**src/rtl/sobel_edge_if.sv**
```systemverilog
// Window-in / gradient-out bundle between the 3x3 matrix generator, sobel_edge and the frame writer.
interface sobel_edge_if;
  logic       matrix_vs;
  logic       matrix_de;
  logic [7:0] matrix_p11, matrix_p12, matrix_p13;
  logic [7:0] matrix_p21, matrix_p22, matrix_p23;
  logic [7:0] matrix_p31, matrix_p32, matrix_p33;
  logic [7:0] threshold;
  logic       post_vs;
  logic       post_de;
  logic [7:0] post_data;

  modport master (
    output matrix_vs, matrix_de,
    output matrix_p11, matrix_p12, matrix_p13,
    output matrix_p21, matrix_p22, matrix_p23,
    output matrix_p31, matrix_p32, matrix_p33,
    output threshold,
    input  post_vs, post_de, post_data
  );

  modport slave (
    input  matrix_vs, matrix_de,
    input  matrix_p11, matrix_p12, matrix_p13,
    input  matrix_p21, matrix_p22, matrix_p23,
    input  matrix_p31, matrix_p32, matrix_p33,
    input  threshold,
    output post_vs, post_de, post_data
  );
endinterface

```
**src/rtl/sobel_edge.sv**
```systemverilog
// 4-stage Sobel gradient on a 3x3 window stream, border rows/cols forced to zero.
// Define SOBEL_BINARY_EN to output a thresholded (00/FF) edge map instead of the saturated magnitude.
module sobel_edge #(
  parameter logic [11:0] IMG_HDISP = 12'd1280,
  parameter logic [11:0] IMG_VDISP = 12'd720
) (
  input logic         clk,
  input logic         rst,
  sobel_edge_if.slave bus
);
  localparam int STAGES = 4;

  logic [STAGES:1] de_pipe, vs_pipe;
  logic [11:0]     col, row;
  logic            de_fall, vs_rise;

  // timing side-band
  always_ff @(posedge clk or posedge rst) begin
    if (rst) begin
      de_pipe <= '0;
      vs_pipe <= '0;
    end else begin
      de_pipe <= {de_pipe[STAGES-1:1], bus.matrix_de};
      vs_pipe <= {vs_pipe[STAGES-1:1], bus.matrix_vs};
    end
  end

  // stage 1 of the side-band doubles as the edge-detect copy of the inputs
  assign de_fall = de_pipe[1] & ~bus.matrix_de;
  assign vs_rise = bus.matrix_vs & ~vs_pipe[1];

  always_ff @(posedge clk or posedge rst) begin
    if (rst)
      col <= '0;
    else if (bus.matrix_de)
      col <= (col < IMG_HDISP) ? col + 12'd1 : col;
    else if (de_fall)
      col <= '0;
  end

  always_ff @(posedge clk or posedge rst) begin
    if (rst)
      row <= '0;
    else if (vs_rise)
      row <= '0;
    else if (de_fall && row < IMG_VDISP)
      row <= row + 12'd1;
  end

  // S1: weighted column/row sums
  logic [9:0] gx_p_c, gx_n_c, gy_p_c, gy_n_c;
  logic [9:0] gx_p, gx_n, gy_p, gy_n;
  logic       mask1;

  assign gx_p_c = {2'b0, bus.matrix_p13} + {1'b0, bus.matrix_p23, 1'b0} + {2'b0, bus.matrix_p33};
  assign gx_n_c = {2'b0, bus.matrix_p11} + {1'b0, bus.matrix_p21, 1'b0} + {2'b0, bus.matrix_p31};
  assign gy_p_c = {2'b0, bus.matrix_p31} + {1'b0, bus.matrix_p32, 1'b0} + {2'b0, bus.matrix_p33};
  assign gy_n_c = {2'b0, bus.matrix_p11} + {1'b0, bus.matrix_p12, 1'b0} + {2'b0, bus.matrix_p13};

  always_ff @(posedge clk or posedge rst) begin
    if (rst) begin
      gx_p  <= '0;
      gx_n  <= '0;
      gy_p  <= '0;
      gy_n  <= '0;
      mask1 <= 1'b0;
    end else begin
      gx_p  <= gx_p_c;
      gx_n  <= gx_n_c;
      gy_p  <= gy_p_c;
      gy_n  <= gy_n_c;
      mask1 <= (col < 12'd2) | (row < 12'd2);
    end
  end

  // S2: absolute differences
  logic [9:0] gx, gy;
  logic       mask2;

  always_ff @(posedge clk or posedge rst) begin
    if (rst) begin
      gx    <= '0;
      gy    <= '0;
      mask2 <= 1'b0;
    end else begin
      gx    <= (gx_p >= gx_n) ? gx_p - gx_n : gx_n - gx_p;
      gy    <= (gy_p >= gy_n) ? gy_p - gy_n : gy_n - gy_p;
      mask2 <= mask1;
    end
  end

  // S3: L1 magnitude
  logic [10:0] mag;
  logic        mask3;

  always_ff @(posedge clk or posedge rst) begin
    if (rst) begin
      mag   <= '0;
      mask3 <= 1'b0;
    end else begin
      mag   <= {1'b0, gx} + {1'b0, gy};
      mask3 <= mask2;
    end
  end

  logic [7:0] result;

`ifdef SOBEL_BINARY_EN
  // threshold rides with its window so a mid-line change hits exactly that pixel
  logic [7:0] thr1, thr2, thr3;

  always_ff @(posedge clk or posedge rst) begin
    if (rst) begin
      thr1 <= '0;
      thr2 <= '0;
      thr3 <= '0;
    end else begin
      thr1 <= bus.threshold;
      thr2 <= thr1;
      thr3 <= thr2;
    end
  end

  assign result = (mag >= {3'b0, thr3}) ? 8'hFF : 8'h00;
`else
  logic unused_threshold;

  assign unused_threshold = &{1'b0, bus.threshold};
  assign result = (mag > 11'd255) ? 8'hFF : mag[7:0];
`endif

  // S4: output register
  logic [7:0] data_q;

  always_ff @(posedge clk or posedge rst) begin
    if (rst)
      data_q <= '0;
    else
      data_q <= (de_pipe[3] && !mask3) ? result : 8'h00;
  end

  assign bus.post_data = data_q;
  assign bus.post_de   = de_pipe[STAGES];
  assign bus.post_vs   = vs_pipe[STAGES];
endmodule

```
**src/flat_wrapper.sv**
```systemverilog
// flat-port wrapper written by rule: the top's interface ports become plain ports
module sobel_edge_flat 
#(
  parameter logic [11:0] IMG_HDISP = 12'd1280,
  parameter logic [11:0] IMG_VDISP = 12'd720
)
  (clk, rst, bus_matrix_vs, bus_matrix_de, bus_matrix_p11, bus_matrix_p12, bus_matrix_p13, bus_matrix_p21, bus_matrix_p22, bus_matrix_p23, bus_matrix_p31, bus_matrix_p32, bus_matrix_p33, bus_threshold, bus_post_vs, bus_post_de, bus_post_data);
  sobel_edge_if bus_i ();
  input logic clk;
  input logic rst;
  input wire logic [$bits(bus_i.matrix_vs)-1:0] bus_matrix_vs;
  input wire logic [$bits(bus_i.matrix_de)-1:0] bus_matrix_de;
  input wire logic [$bits(bus_i.matrix_p11)-1:0] bus_matrix_p11;
  input wire logic [$bits(bus_i.matrix_p12)-1:0] bus_matrix_p12;
  input wire logic [$bits(bus_i.matrix_p13)-1:0] bus_matrix_p13;
  input wire logic [$bits(bus_i.matrix_p21)-1:0] bus_matrix_p21;
  input wire logic [$bits(bus_i.matrix_p22)-1:0] bus_matrix_p22;
  input wire logic [$bits(bus_i.matrix_p23)-1:0] bus_matrix_p23;
  input wire logic [$bits(bus_i.matrix_p31)-1:0] bus_matrix_p31;
  input wire logic [$bits(bus_i.matrix_p32)-1:0] bus_matrix_p32;
  input wire logic [$bits(bus_i.matrix_p33)-1:0] bus_matrix_p33;
  input wire logic [$bits(bus_i.threshold)-1:0] bus_threshold;
  output wire logic [$bits(bus_i.post_vs)-1:0] bus_post_vs;
  output wire logic [$bits(bus_i.post_de)-1:0] bus_post_de;
  output wire logic [$bits(bus_i.post_data)-1:0] bus_post_data;
  assign bus_i.matrix_vs = bus_matrix_vs;
  assign bus_i.matrix_de = bus_matrix_de;
  assign bus_i.matrix_p11 = bus_matrix_p11;
  assign bus_i.matrix_p12 = bus_matrix_p12;
  assign bus_i.matrix_p13 = bus_matrix_p13;
  assign bus_i.matrix_p21 = bus_matrix_p21;
  assign bus_i.matrix_p22 = bus_matrix_p22;
  assign bus_i.matrix_p23 = bus_matrix_p23;
  assign bus_i.matrix_p31 = bus_matrix_p31;
  assign bus_i.matrix_p32 = bus_matrix_p32;
  assign bus_i.matrix_p33 = bus_matrix_p33;
  assign bus_i.threshold = bus_threshold;
  assign bus_post_vs = bus_i.post_vs;
  assign bus_post_de = bus_i.post_de;
  assign bus_post_data = bus_i.post_data;
  sobel_edge #(.IMG_HDISP(IMG_HDISP), .IMG_VDISP(IMG_VDISP)) u_core (.clk(clk), .rst(rst), .bus(bus_i));
endmodule
```
**config.mk**
```make
export PLATFORM = sky130hd
export DESIGN_NAME = sobel_edge_flat
export DESIGN_NICKNAME = d
export VERILOG_FILES = /design/src/rtl/sobel_edge_if.sv /design/src/rtl/sobel_edge.sv /design/src/flat_wrapper.sv
export SDC_FILE = /design/constraint.sdc
export NUM_CORES = 1
export LEC_CHECK = 0
export BUFFER_PORTS_ARGS = -buffer_cell sky130_fd_sc_hd__buf_4
export CAP_MARGIN = 10
export CORE_ASPECT_RATIO = 0.9
export CORE_MARGIN = 3
export CORE_UTILIZATION = 53
export DETAILED_ROUTE_END_ITERATION = 10
export PLACE_DENSITY = 0.73
export SLEW_MARGIN = 20
export SYNTH_ARGS = -nofsm -noshare
export SYNTH_HDL_FRONTEND = slang
export SYNTH_SLANG_ARGS = --single-unit
```
**constraint.sdc**
```tcl
create_clock -name clk -period 3.1 [get_ports clk]
set_input_delay 0.155 -clock clk [delete_from_list [all_inputs] [get_ports clk]]
set_output_delay 0.155 -clock clk [all_outputs]
set_load 0.02 [all_outputs]
```
==> impl_results.md <==
* Main area contributors after synthesis: dfrtp_1, ha_1, fa_1
* Io pins at 94
* 1st-iter DRT viols at around 240
* Largest net degree at the start of global routing at 54
* Peak Freq at about 400 MHz
* Library cells used by synthesis at 57
* CTS buffer count at 17
* Share of the synthesized area in the top cell type at a little under two fifths
* RSZ-0062 raised after global routing: no
* Mapped Cells at ~700
* Critical path arrival at around 2.9 ns
* First-pass DRT Iterations at 4
* Rows at 40
* CP endpoint kind: register
* Worst setup SP type: register
* Setup Crit Path Kind: register to register
* Synth area leader: dfrtp_1
* Hold WC Path Type: primary input to register
* GP Congestion at ~0.95
* DR vias/cell at about 5.3
* Max Cap Viol at 0
* Setup violators final at 0
* Tightest Pin Transition at 0.865 ns
* Area growth syn-to-layout at 19.4%
* First-pass GRT wire length at 26200 um
* Port bufs at 77
* Clock latency on the worst-skew pair at 0.41 ns
* Asr flop ratio synth at between 90% and 100%
* Detail Route Antenna Nets at 0
* Starting Density at a little over half
* DR WL/cell at between 15 and 20 um
* Mapped Area at 0.00746 mm^2
* Max IR drop VDD at between 0.0004 and 0.0005 V
* Tot Pwr at slightly above 0.008 W
* Die width at approximately 130 um
* Clock root buffer: clkbuf_16
* Final hold violation count at 0
* Post-CTS setup buffers at 0
* Seq/Total Area, Yosys at between 30% and 40%
* Final period utilization at roughly four fifths
* Syn_nets at slightly above 900
* Fin crit period at 2.53 ns
* Share of post-route cells with drive strength above 1 at between 10% and 20%
* Hold bufs inserted after CTS at 8
* Setup Total Neg Slack at 0 ns
* DP HPWL at roughly 12000 um
* Initial antenna violation count at 0
* Vias in the first global route at ~5500
* Number of diodes at 0
* Ys flop type: dfrtp_1
* EDFF count, synth at 0
* Clk slew on worst S/H paths at 0.05 ns
* PwrDens at approximately 900 mW/mm^2
* Required @ worst endpoint at approximately 3.4 ns
* Core ar. at ~0.014 mm^2
* Status: finished, final reports clean
* CTS Buffer Depth at 2
* Layout Nets at around 1000
* Yosys warning total at 0
* FF-to-FF setup slack at between 0.5 and 0.6 ns
* P_leak at around 4.4 nW
* Rel. slew slack at approximately 42%
* H-tree levels at 4
* Max Slew Vio Count at 0
* Gr usage total at between 20% and 30%
* Die Span Y at ~120 um
* CTS tree: built
* Die area at 0.0155 mm^2
* GR Overflow Total at 0
* Sink Count at ~110
* Max Fanout on Critical Path at 9
* Post-CTS sizing at 0
* Number of synthesized register bits at 114
* Remaining DRCs at 0
* Average size of a mapped cell at ~11 um^2
* Routed wire length at about 16000 um
* Setup Skew at slightly below 0.009 ns
* Via count at about 5200
## final cells by class
type | instances | area, um^2
sequential | 114 | 2850
tap | 189 | 236
clock inverter | 9 | 80.1
inverter | 80 | 304
fill | 1051 | 4660
timing repair buffer | 89 | 701
multi-input combinational | 494 | 4240
clock buffer | 23 | 488
## critical path: stages (launching register included)
cell and delay [ns]:
dfrtp_1 0.35, inv_1 0.05, ha_1 0.41, a211o_1 0.34
o211ai_2 0.11, a21oi_2 0.11, a211oi_4 0.55, mux2i_1 0.32
xor2_1 0.19
## cell usage after synthesis, types with 16 or more instances
library cell / number
inv_1: 80
o21ai_0: 24
nor2_1: 49
nor2b_1: 16
xor2_1: 29
dfrtp_1: 114
fa_1: 37
ha_1: 86
a21oi_1: 42
xnor2_1: 33
mux2i_1: 18
nand2_1: 26
## power by group
group	switching, W	total (W)	internal (W)
clock network	0.000648	0.00183	0.00118
logic	0.00229	0.00411	0.00183
registers	0.000244	0.00223	0.00199
total	0.00318	0.00817	0.00499
## sequential cells by signal (all words and copies together), names as in the netlist
register / cells
u_core.bus.post_data: 8
u_core.col: 12
u_core.de_pipe: 4
u_core.gx: 10
u_core.gx_n: 10
u_core.gx_p: 10
u_core.gy: 10
u_core.gy_n: 10
u_core.gy_p: 10
u_core.mag: 11
u_core.mask1: 1
u_core.mask2: 1
u_core.mask3: 1
u_core.row: 12
u_core.vs_pipe: 4
## worst paths after layout
kind | cells after the start | end | start
max in group asynchronous | 4 | u_core.vs_pipe[1] | rst
min | 2 | u_core.gy_p[0] | bus_matrix_p33[0]
min reg2reg | 0 | u_core.mask3 | u_core.mask2
max | 8 | u_core.gy[4] | u_core.gy_n[4]
max reg2reg | 8 | u_core.gy[4] | u_core.gy_n[4]
min in group asynchronous | 3 | u_core.de_pipe[3] | rst
## logic make-up after synthesis
| family | share of synthesized area, % |
|---|---|
| mux | 2.57 |
| flops | 38.3 |
| simple gates | 10.3 |
| compound gates | 12.3 |
| xor+xnor | 7.28 |
| fa+ha+maj | 24.4 |
| buf+inv | 4.90 |
## placed cells by master (no fill, tap or decap), types with 10 or more instances in the layout
cell type / netlist / routed
o21ai_0: 24 / 24
o21a_1: 15 / 15
inv_1: 80 / 79
nor3_1: 10 / 10
a21o_1: 13 / 13
nand2_1: 26 / 26
buf_4: 0 / 80
xor2_1: 29 / 29
ha_1: 86 / 86
a21oi_1: 42 / 42
dfrtp_1: 114 / 114
fa_1: 37 / 37
nand3_1: 11 / 11
nor2_1: 49 / 49
clkbuf_16: 0 / 17
nor2b_1: 16 / 16
nand4_1: 10 / 10
mux2i_1: 18 / 18
xnor2_1: 33 / 33
## per-layer routing
| metal | GRT usage [%] | share of wire, % | vias up |
|---|---|---|---|
| met1 | 27.5 | 44 | 2495 |
| met2 | 36.1 | 49 | 139 |
| li1 | - | - | 2581 |
| met5 | 0 | 0 | - |
| met4 | 8.61 | 2.8 | 0 |
| met3 | 4.65 | 3.9 | 30 |
## per-stage QoR
step                      setup slack [ns]  cells  hold slack, ns  instance area, um^2  util [%]
after floorplan                      0.839    703           0.186                 7460         -
after global placement               0.564    958           0.272                 8250      60.8
after detailed placement             0.553    958           0.275                 8250      60.8
after CTS                            0.527    998          0.0290                 8900      65.6
after global routing                 0.430    998          0.0202                 8900      65.6
final                                0.571    998          0.0389                 8900      65.6
Power figures use the tool's default switching activity.
